==> src/rtl/wave_pkg.sv <==
// Shared definitions for the waveform sequencing blocks: mode codes,
// per-mode period lengths in clock cycles, and the scheduler state type.
package wave_pkg;

  localparam logic [1:0] MODE_SQR  = 2'd0;
  localparam logic [1:0] MODE_SAW  = 2'd1;
  localparam logic [1:0] MODE_TRI  = 2'd2;
  localparam logic [1:0] MODE_HOLD = 2'd3;

  localparam logic [5:0] LEN_SQR  = 6'd20;
  localparam logic [5:0] LEN_SAW  = 6'd21;
  localparam logic [5:0] LEN_TRI  = 6'd40;
  localparam logic [5:0] LEN_HOLD = 6'd1;

  typedef enum logic {IDLE, RUN} state_t;

  function automatic logic [5:0] period_len(input logic [1:0] mode);
    case (mode)
      MODE_SQR: return LEN_SQR;
      MODE_SAW: return LEN_SAW;
      MODE_TRI: return LEN_TRI;
      default:  return LEN_HOLD;
    endcase
  endfunction

endpackage

==> src/rtl/rr_arb2.sv <==
// Two-way round-robin grant: on a tie the requester that was not served
// last wins; a lone valid requester always wins.
module rr_arb2 (
  input  logic [1:0] req_valid,
  input  logic       last_id,
  output logic       grant,
  output logic       grant_valid
);

  always_comb begin
    grant_valid = |req_valid;
    if (&req_valid)
      grant = ~last_id;
    else
      grant = req_valid[1];
  end

endmodule

==> src/rtl/wave_scheduler.sv <==
// Grants generator jobs to two requesters round-robin, holds the chosen mode
// for a whole number of periods, then parks the generator in hold mode.
module wave_scheduler
  import wave_pkg::*;
#(
  parameter int NREQ = 2,
  parameter int PW   = 8
) (
  input  logic                     clk,
  input  logic                     rst,
  input  logic [NREQ-1:0]          req_valid,
  output logic [NREQ-1:0]          req_ready,
  input  logic [NREQ-1:0][1:0]     req_mode,
  input  logic [NREQ-1:0][PW-1:0]  req_periods,
  input  logic                     abort,
  output logic [1:0]               wave_choise,
  output logic                     busy,
  output logic                     cur_id,
  output logic                     done,
  output logic                     done_id,
  output logic                     done_aborted
);

  state_t        state;
  logic          last_id;
  logic [PW-1:0] periods_reg;
  logic [5:0]    cyc_cnt;
  logic [PW-1:0] per_cnt;
  logic          grant;
  logic          grant_valid;
  logic          accept;
  logic [5:0]    len;
  logic [PW-1:0] last_per_idx;
  logic          last_cyc;
  logic          complete;

  rr_arb2 u_arb (
    .req_valid   (req_valid),
    .last_id     (last_id),
    .grant       (grant),
    .grant_valid (grant_valid)
  );

  for (genvar gi = 0; gi < NREQ; gi++) begin : g_ready
    assign req_ready[gi] = (state == IDLE) && req_valid[gi] && (grant == 1'(gi));
  end

  assign accept = (state == IDLE) && grant_valid;

  // In RUN the registered wave_choise already holds the latched mode.
  assign len          = period_len(wave_choise);
  assign last_per_idx = periods_reg - 1'b1;  // 0 wraps to all-ones, i.e. 2^PW periods
  assign last_cyc     = (cyc_cnt == len - 6'd1);
  assign complete     = last_cyc && (per_cnt == last_per_idx);

  always_ff @(posedge clk or posedge rst) begin
    if (rst) begin
      state        <= IDLE;
      last_id      <= 1'b1;
      periods_reg  <= '0;
      cyc_cnt      <= '0;
      per_cnt      <= '0;
      wave_choise  <= MODE_HOLD;
      busy         <= 1'b0;
      cur_id       <= 1'b0;
      done         <= 1'b0;
      done_id      <= 1'b0;
      done_aborted <= 1'b0;
    end else begin
      done         <= 1'b0;
      done_aborted <= 1'b0;
      case (state)
        IDLE: begin
          if (accept) begin
            state       <= RUN;
            periods_reg <= req_periods[grant];
            wave_choise <= req_mode[grant];
            cur_id      <= grant;
            last_id     <= grant;
            cyc_cnt     <= '0;
            per_cnt     <= '0;
            busy        <= 1'b1;
          end
        end
        RUN: begin
          // Abort takes priority over a coinciding natural completion.
          if (abort || complete) begin
            state        <= IDLE;
            wave_choise  <= MODE_HOLD;
            busy         <= 1'b0;
            done         <= 1'b1;
            done_id      <= cur_id;
            done_aborted <= abort;
          end else if (last_cyc) begin
            cyc_cnt <= '0;
            per_cnt <= per_cnt + 1'b1;
          end else begin
            cyc_cnt <= cyc_cnt + 6'd1;
          end
        end
      endcase
    end
  end

endmodule
==> config.mk <==
export PLATFORM = sky130hd
export DESIGN_NAME = wave_scheduler
export DESIGN_NICKNAME = d
export VERILOG_FILES = /design/src/rtl/wave_pkg.sv /design/src/rtl/rr_arb2.sv /design/src/rtl/wave_scheduler.sv
export SDC_FILE = /design/constraint.sdc
export NUM_CORES = 1
export LEC_CHECK = 0
export CELL_PAD_IN_SITES_DETAIL_PLACEMENT = 0
export CELL_PAD_IN_SITES_GLOBAL_PLACEMENT = 1
export CORE_UTILIZATION = 43
export CTS_CLUSTER_DIAMETER = 40
export DETAILED_ROUTE_END_ITERATION = 16
export GPL_TIMING_DRIVEN = 0
export PLACE_DENSITY = 0.93
export SLEW_MARGIN = 5
export SYNTH_ARGS = -nofsm -noshare
export SYNTH_HDL_FRONTEND = slang
export SYNTH_HIERARCHICAL = 1
export SYNTH_SLANG_ARGS = --single-unit
==> constraint.sdc <==
create_clock -name clk -period 7.06 [get_ports clk]
set_input_delay 1.412 -clock clk [delete_from_list [all_inputs] [get_ports clk]]
set_output_delay 1.412 -clock clk [all_outputs]
set_load 0.03 [all_outputs]
# Word-level counts from Yosys, hierarchy flattened
# Index checks and enable logic that the tools add are counted.
# W data, S select, Z words.
# totals
reg_bits	31
inputBits	25
output_inout_bits	9
wordCells	69
# classes
add_sub_neg	4
order_cmp	1
n_eq_ne	8
muxes	27
n_bitwise	3
n_reduce_logical	15
# ops
op	n
$mux W8	5
$mux W6	3
$pmux W6 S3	1
$pmux W8 S2	1
$pmux W6 S2	1
$reduce_and A2 Y1	5
$mux W1	9
$add A8 B1 Y8 const B	1
$eq A8 B8 Y1	1
$mux W2	4
$sub A8 B1 Y8 const B	1
$add A6 B1 Y6 const B	1
$eq A6 B6 Y1	1
$logic_and A1 B1 Y1	6
$sub A6 B1 Y6 const B	1
$ne A2 B1 Y1 const B	2
$ne A2 B2 Y1 const B	2
$pmux W1 S2	2
$pmux W2 S2	1
$not A1 Y1	3
$reduce_and A3 Y1	1
$eq A2 B1 Y1 const B	1
$eq A2 B2 Y1 const B	1
$logic_not A2 Y1	1
other kinds (3)	3

# Logic depth before layout (Yosys ltp)
# Gate-level depths: netlist of the first run.
# depth
depth_word	8
mapped_depth	8
depth_no_buf	8

# Cells and area by module
# The synthesis of the first run kept the hierarchy.
# by_module_without_submodules
module	instances	cells_per_inst	area_per_inst_um2	seq_area_each_um2
wave_scheduler	1	206	1960.6	779.5
rr_arb2	1	2	13.8	0.0

# Least setup slack after synthesis of the first run
# OpenSTA, ideal clock, no wires.
# synth_timing
kind	input-to-output
start	in req_valid[1]
end	out req_ready[0]
arrival_ns	2.734
required_time_ns	5.648
slack_ns	2.914
path_stages	4
path_cell_list	a21boi_1 > clkbuf_1 > buf_1 > nor3b_1
# synth_via
elab_chain_len	4
# synth_lines
item	line_no	text
start, declared	wave_scheduler.sv:11	input logic [NREQ-1:0] req_valid,
$reduce_and A2 Y1	rr_arb2.sv:12	if (&req_valid)
$mux W1 (*)	rr_arb2.sv:12	
$not A1 Y1 (*)	wave_scheduler.sv:45	assign req_ready[gi] = (state == IDLE) && req_valid[gi] && (grant == 1'(gi));
$logic_and A1 B1 Y1 (*)	wave_scheduler.sv:45	
end, declared	wave_scheduler.sv:12	output logic [NREQ-1:0] req_ready,
# Mark *: on every way between the ends. The rest lies on a longest branch, timed or not.

# Worst setup path after layout of the first run
# layout_timing
start	in req_valid[1]
end	out req_ready[1]
# layout_via
elab_chain_len	3
# layout_lines
item	line_no	text
$reduce_and A2 Y1	rr_arb2.sv:12	
$mux W1 (*)	rr_arb2.sv:12	
net grant	wave_scheduler.sv:29	logic grant;
$logic_and A1 B1 Y1 (*)	wave_scheduler.sv:45	
# Mark *: on every way through the listed nets, which the timed path passes. The rest lies on a longest branch.

==> run metrics, run 1 <==
routability cong. 0.850; dominant cells by area after synthesis dfrtp_1 (35%), ha_1 (5.1%), mux2i_1 (5.1%); Core Area 4380 um2; fin. max-slew vios 0; WL per Instance 13.6 um; Ys Warns 6; # rows 24; gr ovfl total 0; Post-synth EDFFs 0; Worst Hold Depth 2; r2r endpoint per_cnt[6]$_DFFE_PP0P_; met1 Resource Use GR 23.7%; I/O pins 34; vias in the first global route 1,479; # Post-CTS Setup Buffers 0; Longest Clk Path Bufs 2; Syn Std Cell Area 1970 um2; Vias 1,591; fin crit period 5.19 ns; Clk Latency, worst-skew pair 0.29 ns; CTS tree yes; die footprint 4870 um2; final worst slack 1.87 ns; post-cts sizing count 0; GR Util met3 5.52%; hold slack 0.471 ns; RSZ-0062 raised after global routing false; initial core utilization 45.0%; GRT Total Usage 18.1%; Root Buffer clkbuf_8; FMAX 0.193 GHz; fill count 407; required time worst endpoint 5.65 ns; Setup TNS Final 0 ns; Layout Skew 0.00796 ns; hold endpoint last_id$_DFFE_PP1P_; CP max stage delay 0.67 ns; CP endpoint kind output pin; H-tree depth 2; FF-to-FF path depth 8; Final Hold Fails 0; Multi-input gate area 1120 um2; largest area contributor in the netlist dfrtp_1; Worst-path clk slew 0.07 ns; Max VDD drop 0.000198 V; DR iter-0 viols 84; hold_buf cts 0; FF+latch area 779 um2; status finished, final reports clean; Max Cap Violations 0; Slew HR 25.7%; wirelength, routed 4080 um; Hold Crit Start last_id$_DFFE_PP1P_; router iterations before antenna repair 4; Layout area overhead 26.9%; DRC viols 0; Clock Sinks 31; final net count 281; crit path cell chain clkdlybuf4s50_1 > a21boi_1 > clkbuf_1 > buf_1 > and3b_1 > clkdlybuf4s50_1; Cells after Synth 208; Synthesized Nets 241; reg2reg start wave_choise[1]$_DFFE_PP1P_; Die H 69.8 um; routing usage on met2 28.3%; post-synthesis sequential area ratio 39.5%; remaining antenna violation count after routing 0; post-route cell area 2510 um2; critical path class primary input to output pin; final setup vio count 0; most used routing layer met2; top_reg_cell synth dfrtp_1; n_diodes 0; Final period util 73.4%; first-pass GRT wire length 6850 um; layout cells sized above 1 9.24%; Yosys reg bits 31; clock buffer count from CTS 5; Avg Cell Area, Syn 9.49 um2; initial antenna violation count 0; ys async rst share 100%; flop2flop setup slack 4.22 ns; port buffer count 33; worst slack, placed 1.85 ns; Worst Path Arrival 3.77 ns; share of the synthesized area in the top cell type 35.5%; slowest CP cell clkdlybuf4s50_1; cell repeated most along the worst path clkdlybuf4s50_1; PD cells 335 nW/um2; CP startpoint kind primary input; worst hold path class flip-flop to flip-flop; largest net degree at the start of global routing 32; Via density 5.29; Die W 69.8 um; DP Area 2370 um2; P_leak 1.07 nW; Least-Margin Pin Slew 1.11 ns; library cells used by synthesis 51; hpwl dp 3090 um; final core occ 57.2%; CP Max Fanout 10
## cell families (layout without fill, tap and decap cells)
kind of cell	after synthesis	count (layout)	share of synthesized area (%)
buf+inv	19	60	3.74
simple gates	74	74	20.3
compound gates	44	44	16.4
xor+xnor	21	21	9.32
fa+ha+maj	8	8	5.07
mux	11	11	5.64
flops	31	31	39.5
## worst max path at each step
stage / from / endpoint / slack (ns) / cells after the start
finish: req_valid[1] / req_ready[1] / 1.87 / 6
global route: req_valid[1] / req_ready[1] / 1.73 / 6
CTS: req_valid[1] / req_ready[1] / 1.85 / 6
detailed placement: req_valid[1] / req_ready[1] / 1.85 / 6
global placement: req_valid[1] / req_ready[1] / 1.87 / 6
floorplan: req_valid[1] / req_ready[0] / 2.91 / 4
## cell usage after synthesis (2+ instances only)
master and n:
a211oi_1 2, a21oi_1 4, a31oi_1 4, and2_1 4, buf_2 2, clkbuf_1 7, dfrtp_1 28, dfstp_2 3
ha_1 8, inv_1 9, mux2i_1 10, nand2_1 26, nand2b_1 2, nand3_1 6, nor2_1 6, nor2b_1 6
nor3_1 3, nor3b_1 2, nor4_1 2, nor4_2 2, o21a_1 2, o21ai_0 16, o21bai_1 2, o22ai_1 2
or3_1 5, xnor2_1 11, xor2_1 10
## report_power, final
group | internal [mW] | switching (mW) | leakage, nW
combinational | 0.156 | 0.197 | 0.610
clock | 0.141 | 0.0718 | 0.0644
sequential | 0.226 | 0.0479 | 0.397
## area by class of cell
class,instances,area share [%]
multi-input cells,158,44.7
flip-flops and latches,31,31.1
repair buffers,33,13.2
clock buffers,5,2.75
clock inverters,3,2.70
well taps,52,2.60
plain buffers,10,1.60
inverters,9,1.35
## layer usage
| layer | wire [um] | share of wire [%] |
|---|---|---|
| met5 | 0 | 0 |
| met4 | 69 | 1.7 |
| met3 | 183 | 4.5 |
| met2 | 1890 | 46 |
| met1 | 1930 | 47 |
## per-stage QoR
step           power, mW  std cells
2_1_floorplan      0.533        208
3_3_place_gp       0.621        293
3_5_place_dp       0.631        293
4_1_cts            0.846        301
5_1_grt            0.896        301
6_report           0.839        301
## cells in the final DEF (no fill, tap or decap), drive strengths merged, types with 5 or more instances in the layout
cell type      synthesis  final
xor2                  10     10
mux2i                 10     10
xnor2                 11     11
nor2                   6      6
o21ai                 17     17
dfrtp                 28     28
nand2                 26     26
nor2b                  6      6
inv                    9      8
clkdlybuf4s50          0     33
or3                    5      5
nand3                  6      6
ha                     8      8
clkbuf                 7     12
## worst max-delay path, delay by kind of cell
| family | cells | cell delay, ns |
|---|---|---|
| and+or+nand+nor | 1 | 0.22 |
| AOI/OAI and AO/OA | 1 | 0.16 |
| buffers and inverters | 4 | 1.98 |
Power figures use the tool's default switching activity.
==> inputs of run 2 (changes only) <==
--- a/config.mk
+++ b/config.mk
@@ -7,11 +7,11 @@
 export LEC_CHECK = 0
 export CELL_PAD_IN_SITES_DETAIL_PLACEMENT = 0
 export CELL_PAD_IN_SITES_GLOBAL_PLACEMENT = 1
-export CORE_UTILIZATION = 43
+export CORE_UTILIZATION = 36
 export CTS_CLUSTER_DIAMETER = 40
 export DETAILED_ROUTE_END_ITERATION = 16
 export GPL_TIMING_DRIVEN = 0
-export PLACE_DENSITY = 0.93
+export PLACE_DENSITY = 0.84
 export SLEW_MARGIN = 5
 export SYNTH_ARGS = -nofsm -noshare
 export SYNTH_HDL_FRONTEND = slang
==> constraint.sdc (replaced) <==
create_clock -name clk -period 4.3 [get_ports clk]
set_input_delay 0.86 -clock clk [delete_from_list [all_inputs] [get_ports clk]]
set_output_delay 0.86 -clock clk [all_outputs]
set_load 0.03 [all_outputs]
==> run 2 against run 1 <==
  * Wire length increased by 1.5%
  * Sequential share of layout area barely moved
  * Clock-buffer cell count grew 1
  * Final area increased by 0.15%
  * Sequential cell count unchanged
  * Critical path depth did not move
  * First-iteration DRC count fell by 50%
  * Global-route usage shrank 2.7 points
  * Highest routed layer unchanged
==> run metrics, run 2 (same netlist as run 1, synthesis figures left out) <==
post-cts sizing count 0; Worst-path clk slew 0.07 ns; wirelength, routed 4140 um; Core Area 5200 um2; Die W 76.1 um; router iterations before antenna repair 4; clock buffer count from CTS 5; Finished Layout Cells 319; routability cong. 0.806; initial antenna violation count 0; port buffer count 33; RSZ-0062 raised after global routing false; Vias 1,561; CP startpoint kind primary input; fill count 519; Via density 4.89; # rows 26; Worst Path Arrival 3.25 ns; Setup TNS Final 0 ns; CP endpoint kind output pin; DR iter-0 viols 42; Final period util 95.5%; Clock Sinks 31; CP Max Fanout 10; n_diodes 0; Placed Cells 311; WL per Instance 13.0 um; required time worst endpoint 3.44 ns; Longest Clk Path Bufs 2; remaining antenna violation count after routing 0; DRC viols 0; hold slack 0.467 ns; gr ovfl total 0; layout cells sized above 1 9.24%; GRT Total Usage 15.4%; hold_buf cts 0; Root Buffer clkbuf_8; critical path class primary input to output pin; final net count 281; Multi-input gate area 1120 um2; Tot Pwr 1.33 mW; FF+latch area 779 um2; most frequent cells in the layout clkdlybuf4s50_1 (33), dfrtp_1 (28), nand2_1 (26); PD cells 529 nW/um2; fin crit period 4.11 ns; status finished, final reports clean; worst hold path class flip-flop to flip-flop; final setup vio count 0; Slew HR 27.2%; Layout Skew 0.00537 ns; vias in the first global route 1,512; FMAX 0.244 GHz; commonest non-fill, non-tap cell in the layout clkdlybuf4s50_1; Final Hold Fails 0; P_leak 1.07 nW; Die H 76.1 um; Max VDD drop 0.000243 V; I/O pins 34; fin. max-slew vios 0; initial core utilization 37.9%; die footprint 5780 um2; Layout area overhead 27.1%; hpwl dp 3140 um; Clk Latency, worst-skew pair 0.29 ns; first-pass GRT wire length 7030 um; # Post-CTS Setup Buffers 0; CTS tree yes; Max Cap Violations 0; largest net degree at the start of global routing 32; Least-Margin Pin Slew 1.09 ns; H-tree depth 2
run 2: worst max-delay path, cell delays in order:
cell,delay (ns)
clkdlybuf4s50_1,0.49
a21boi_1,0.16
clkbuf_1,0.36
buf_1,0.47
and3b_1,0.23
clkdlybuf4s50_1,0.67
run 2: cell type report:
type                    count  share of cell area [%]
well taps                  70                    3.49
clock inverters             2                    1.40
plain buffers              10                    1.60
flip-flops and latches     31                    31.1
repair buffers             33                    13.2
clock buffers               6                    3.29
inverters                   9                    1.35
multi-input cells         158                    44.7
run 2: power by group:
group          internal (mW)  switching [mW]  total [mW]  leakage, nW
clock                  0.187           0.112       0.300       0.0612
combinational          0.256           0.322       0.577        0.610
sequential             0.371          0.0792       0.450        0.397
total                  0.814           0.513        1.33         1.07
run 2: path summary, 6_finish.rpt:
check                                           start                      to  slack [ns]  cells after the start
setup / recovery                         req_valid[1]            req_ready[1]        0.19                      6
hold / removal                    last_id$_DFFE_PP1P_     last_id$_DFFE_PP1P_        0.47                      2
setup reg to reg           wave_choise[1]$_DFFE_PP1P_     done_id$_DFFE_PP0P_        1.45                      8
hold reg to reg                   last_id$_DFFE_PP1P_     last_id$_DFFE_PP1P_        0.47                      2
max in group asynchronous                         rst          done$_DFF_PP0_        2.78                      2
min in group asynchronous                         rst  cyc_cnt[5]$_DFFE_PP0P_        1.02                      2
run 2: per-layer routing:
layer | up-vias | part of all wire, % | GRT usage, % | routed length [um]
li1 | 808 | - | - | -
met1 | 702 | 50 | 20.7 | 2060
met2 | 45 | 43 | 23.6 | 1800
met3 | 6 | 5.0 | 4.07 | 209
met4 | 0 | 1.8 | 6.35 | 74
met5 | - | 0 | 0 | 0
run 2: through the flow:
stage	worst slack (ns)	utilization [%]	cell area, um2
after floorplan	1.26	-	1970
after global placement	0.200	46.0	2390
after detailed placement	0.208	46.0	2390
after CTS	0.189	48.2	2510
after global routing	0.0613	48.2	2510
final	0.194	48.2	2510
==> inputs of run 3 (changes only) <==
--- a/config.mk
+++ b/config.mk
@@ -12,7 +12,7 @@
 export DETAILED_ROUTE_END_ITERATION = 16
 export GPL_TIMING_DRIVEN = 0
 export PLACE_DENSITY = 0.84
-export SLEW_MARGIN = 5
+export SLEW_MARGIN = 20
 export SYNTH_ARGS = -nofsm -noshare
 export SYNTH_HDL_FRONTEND = slang
 export SYNTH_HIERARCHICAL = 1
==> run 3 against run 2 <==
  * Clock-buffer cell count unchanged
  * Sequential cell count stayed put
  * Largest power group unchanged
  * Final area stayed put
  * Combinational power about the same
==> run metrics, run 3 (same netlist as run 1, synthesis figures left out) <==
Final period util 95.5%; Vias 1,561; Layout area overhead 27.1%; PD cells 529 nW/um2; fin crit period 4.11 ns; CTS tree yes; final worst slack 0.194 ns; Clk Latency, worst-skew pair 0.29 ns; r2r endpoint done_id$_DFFE_PP0P_; most frequent cells in the layout clkdlybuf4s50_1 (33), dfrtp_1 (28), nand2_1 (26); final net count 281; Die W 76.1 um; Via density 4.89; Final Hold Fails 0; port buffer count 33; first-pass GRT wire length 7040 um; status finished, final reports clean; DR iter-0 viols 42; post-cts sizing count 0; FF-to-FF path depth 8; Least-Margin Pin Slew 0.631 ns; commonest non-fill, non-tap cell in the layout clkdlybuf4s50_1; Slew HR 57.5%; CP endpoint kind output pin; # rows 26; I/O pins 34; hpwl dp 3140 um; # Post-CTS Setup Buffers 0; DRC viols 0; fin. max-slew vios 0; Worst Path Arrival 3.25 ns; Longest Clk Path Bufs 2; clock buffer count from CTS 5; vias in the first global route 1,512; initial core utilization 37.9%; required time worst endpoint 3.44 ns; Die H 76.1 um; FMAX 0.244 GHz; Setup TNS Final 0 ns; Worst setup endpoint req_ready[1]; reg2reg start wave_choise[1]$_DFFE_PP1P_; GRT Total Usage 15.5%; hold_buf cts 0; CP Max Fanout 10; Layout Skew 0.00537 ns; WL per Instance 13.0 um; die footprint 5780 um2; worst slack, placed 0.208 ns; Clock Sinks 31; CP startpoint kind primary input; worst hold path class flip-flop to flip-flop; Max VDD drop 0.000243 V; worst setup path start req_valid[1]; n_diodes 0; Max Cap Violations 0; P_leak 1.07 nW; layout cells sized above 1 9.64%; largest net degree at the start of global routing 32; RSZ-0062 raised after global routing false; flop2flop setup slack 1.45 ns; Core Area 5200 um2; critical path class primary input to output pin; wirelength, routed 4140 um; final setup vio count 0; routability cong. 0.806; gr ovfl total 0; router iterations before antenna repair 4; initial antenna violation count 0; remaining antenna violation count after routing 0; Root Buffer clkbuf_8; H-tree depth 2; Worst-path clk slew 0.07 ns
==> run 3: cell types whose count changed in the layout (fill, tap and decap cells not counted) <==
cell      change
inv_2         +1
clkinv_1      -1
==> run 3: critical path, stage by stage <==
cell,delay (ns)
clkdlybuf4s50_1,0.49
a21boi_1,0.16
clkbuf_1,0.36
buf_1,0.47
and3b_1,0.23
clkdlybuf4s50_1,0.67
==> run 3: how the worst min path moves through the flow <==
stage / slack [ns] / cells past startpoint / end / start
2_1_floorplan: 0.44 / 2 / last_id$_DFFE_PP1P_ / last_id$_DFFE_PP1P_
3_3_place_gp: 0.45 / 2 / last_id$_DFFE_PP1P_ / last_id$_DFFE_PP1P_
3_5_place_dp: 0.46 / 2 / last_id$_DFFE_PP1P_ / last_id$_DFFE_PP1P_
4_1_cts: 0.47 / 2 / last_id$_DFFE_PP1P_ / last_id$_DFFE_PP1P_
5_1_grt: 0.48 / 2 / last_id$_DFFE_PP1P_ / last_id$_DFFE_PP1P_
6_report: 0.47 / 2 / last_id$_DFFE_PP1P_ / last_id$_DFFE_PP1P_
==> run 3: routing by layer <==
| layer | share of wire, % | GRT usage [%] |
|---|---|---|
| met2 | 43 | 23.6 |
| met4 | 1.8 | 6.35 |
| met3 | 5.0 | 4.07 |
| met5 | 0 | 0 |
| met1 | 50 | 20.8 |
==> run 3: metrics by stage <==
step,power [mW],hold WS (ns),area [um2],utilization (%),cells
after detailed placement,1.04,0.456,2390,46.0,311
after global routing,1.42,0.480,2510,48.2,319
after floorplan,0.875,0.439,1970,-,208
after CTS,1.34,0.468,2510,48.2,319
after global placement,1.02,0.449,2390,46.0,311
final,1.33,0.467,2510,48.2,319
==> run 3: area by class of cell <==
class,count,area (um2)
plain buffers,10,40.0
clock buffers,6,82.6
clock inverters,2,35.0
fillers,519,2700
inverters,9,33.8
multi-input cells,158,1120
flip-flops and latches,31,779
well taps,70,87.6
repair buffers,33,330
==> run 3: report_power, final <==
group	switching (mW)	internal, mW
sequential	0.0792	0.371
combinational	0.322	0.256
clock	0.112	0.187
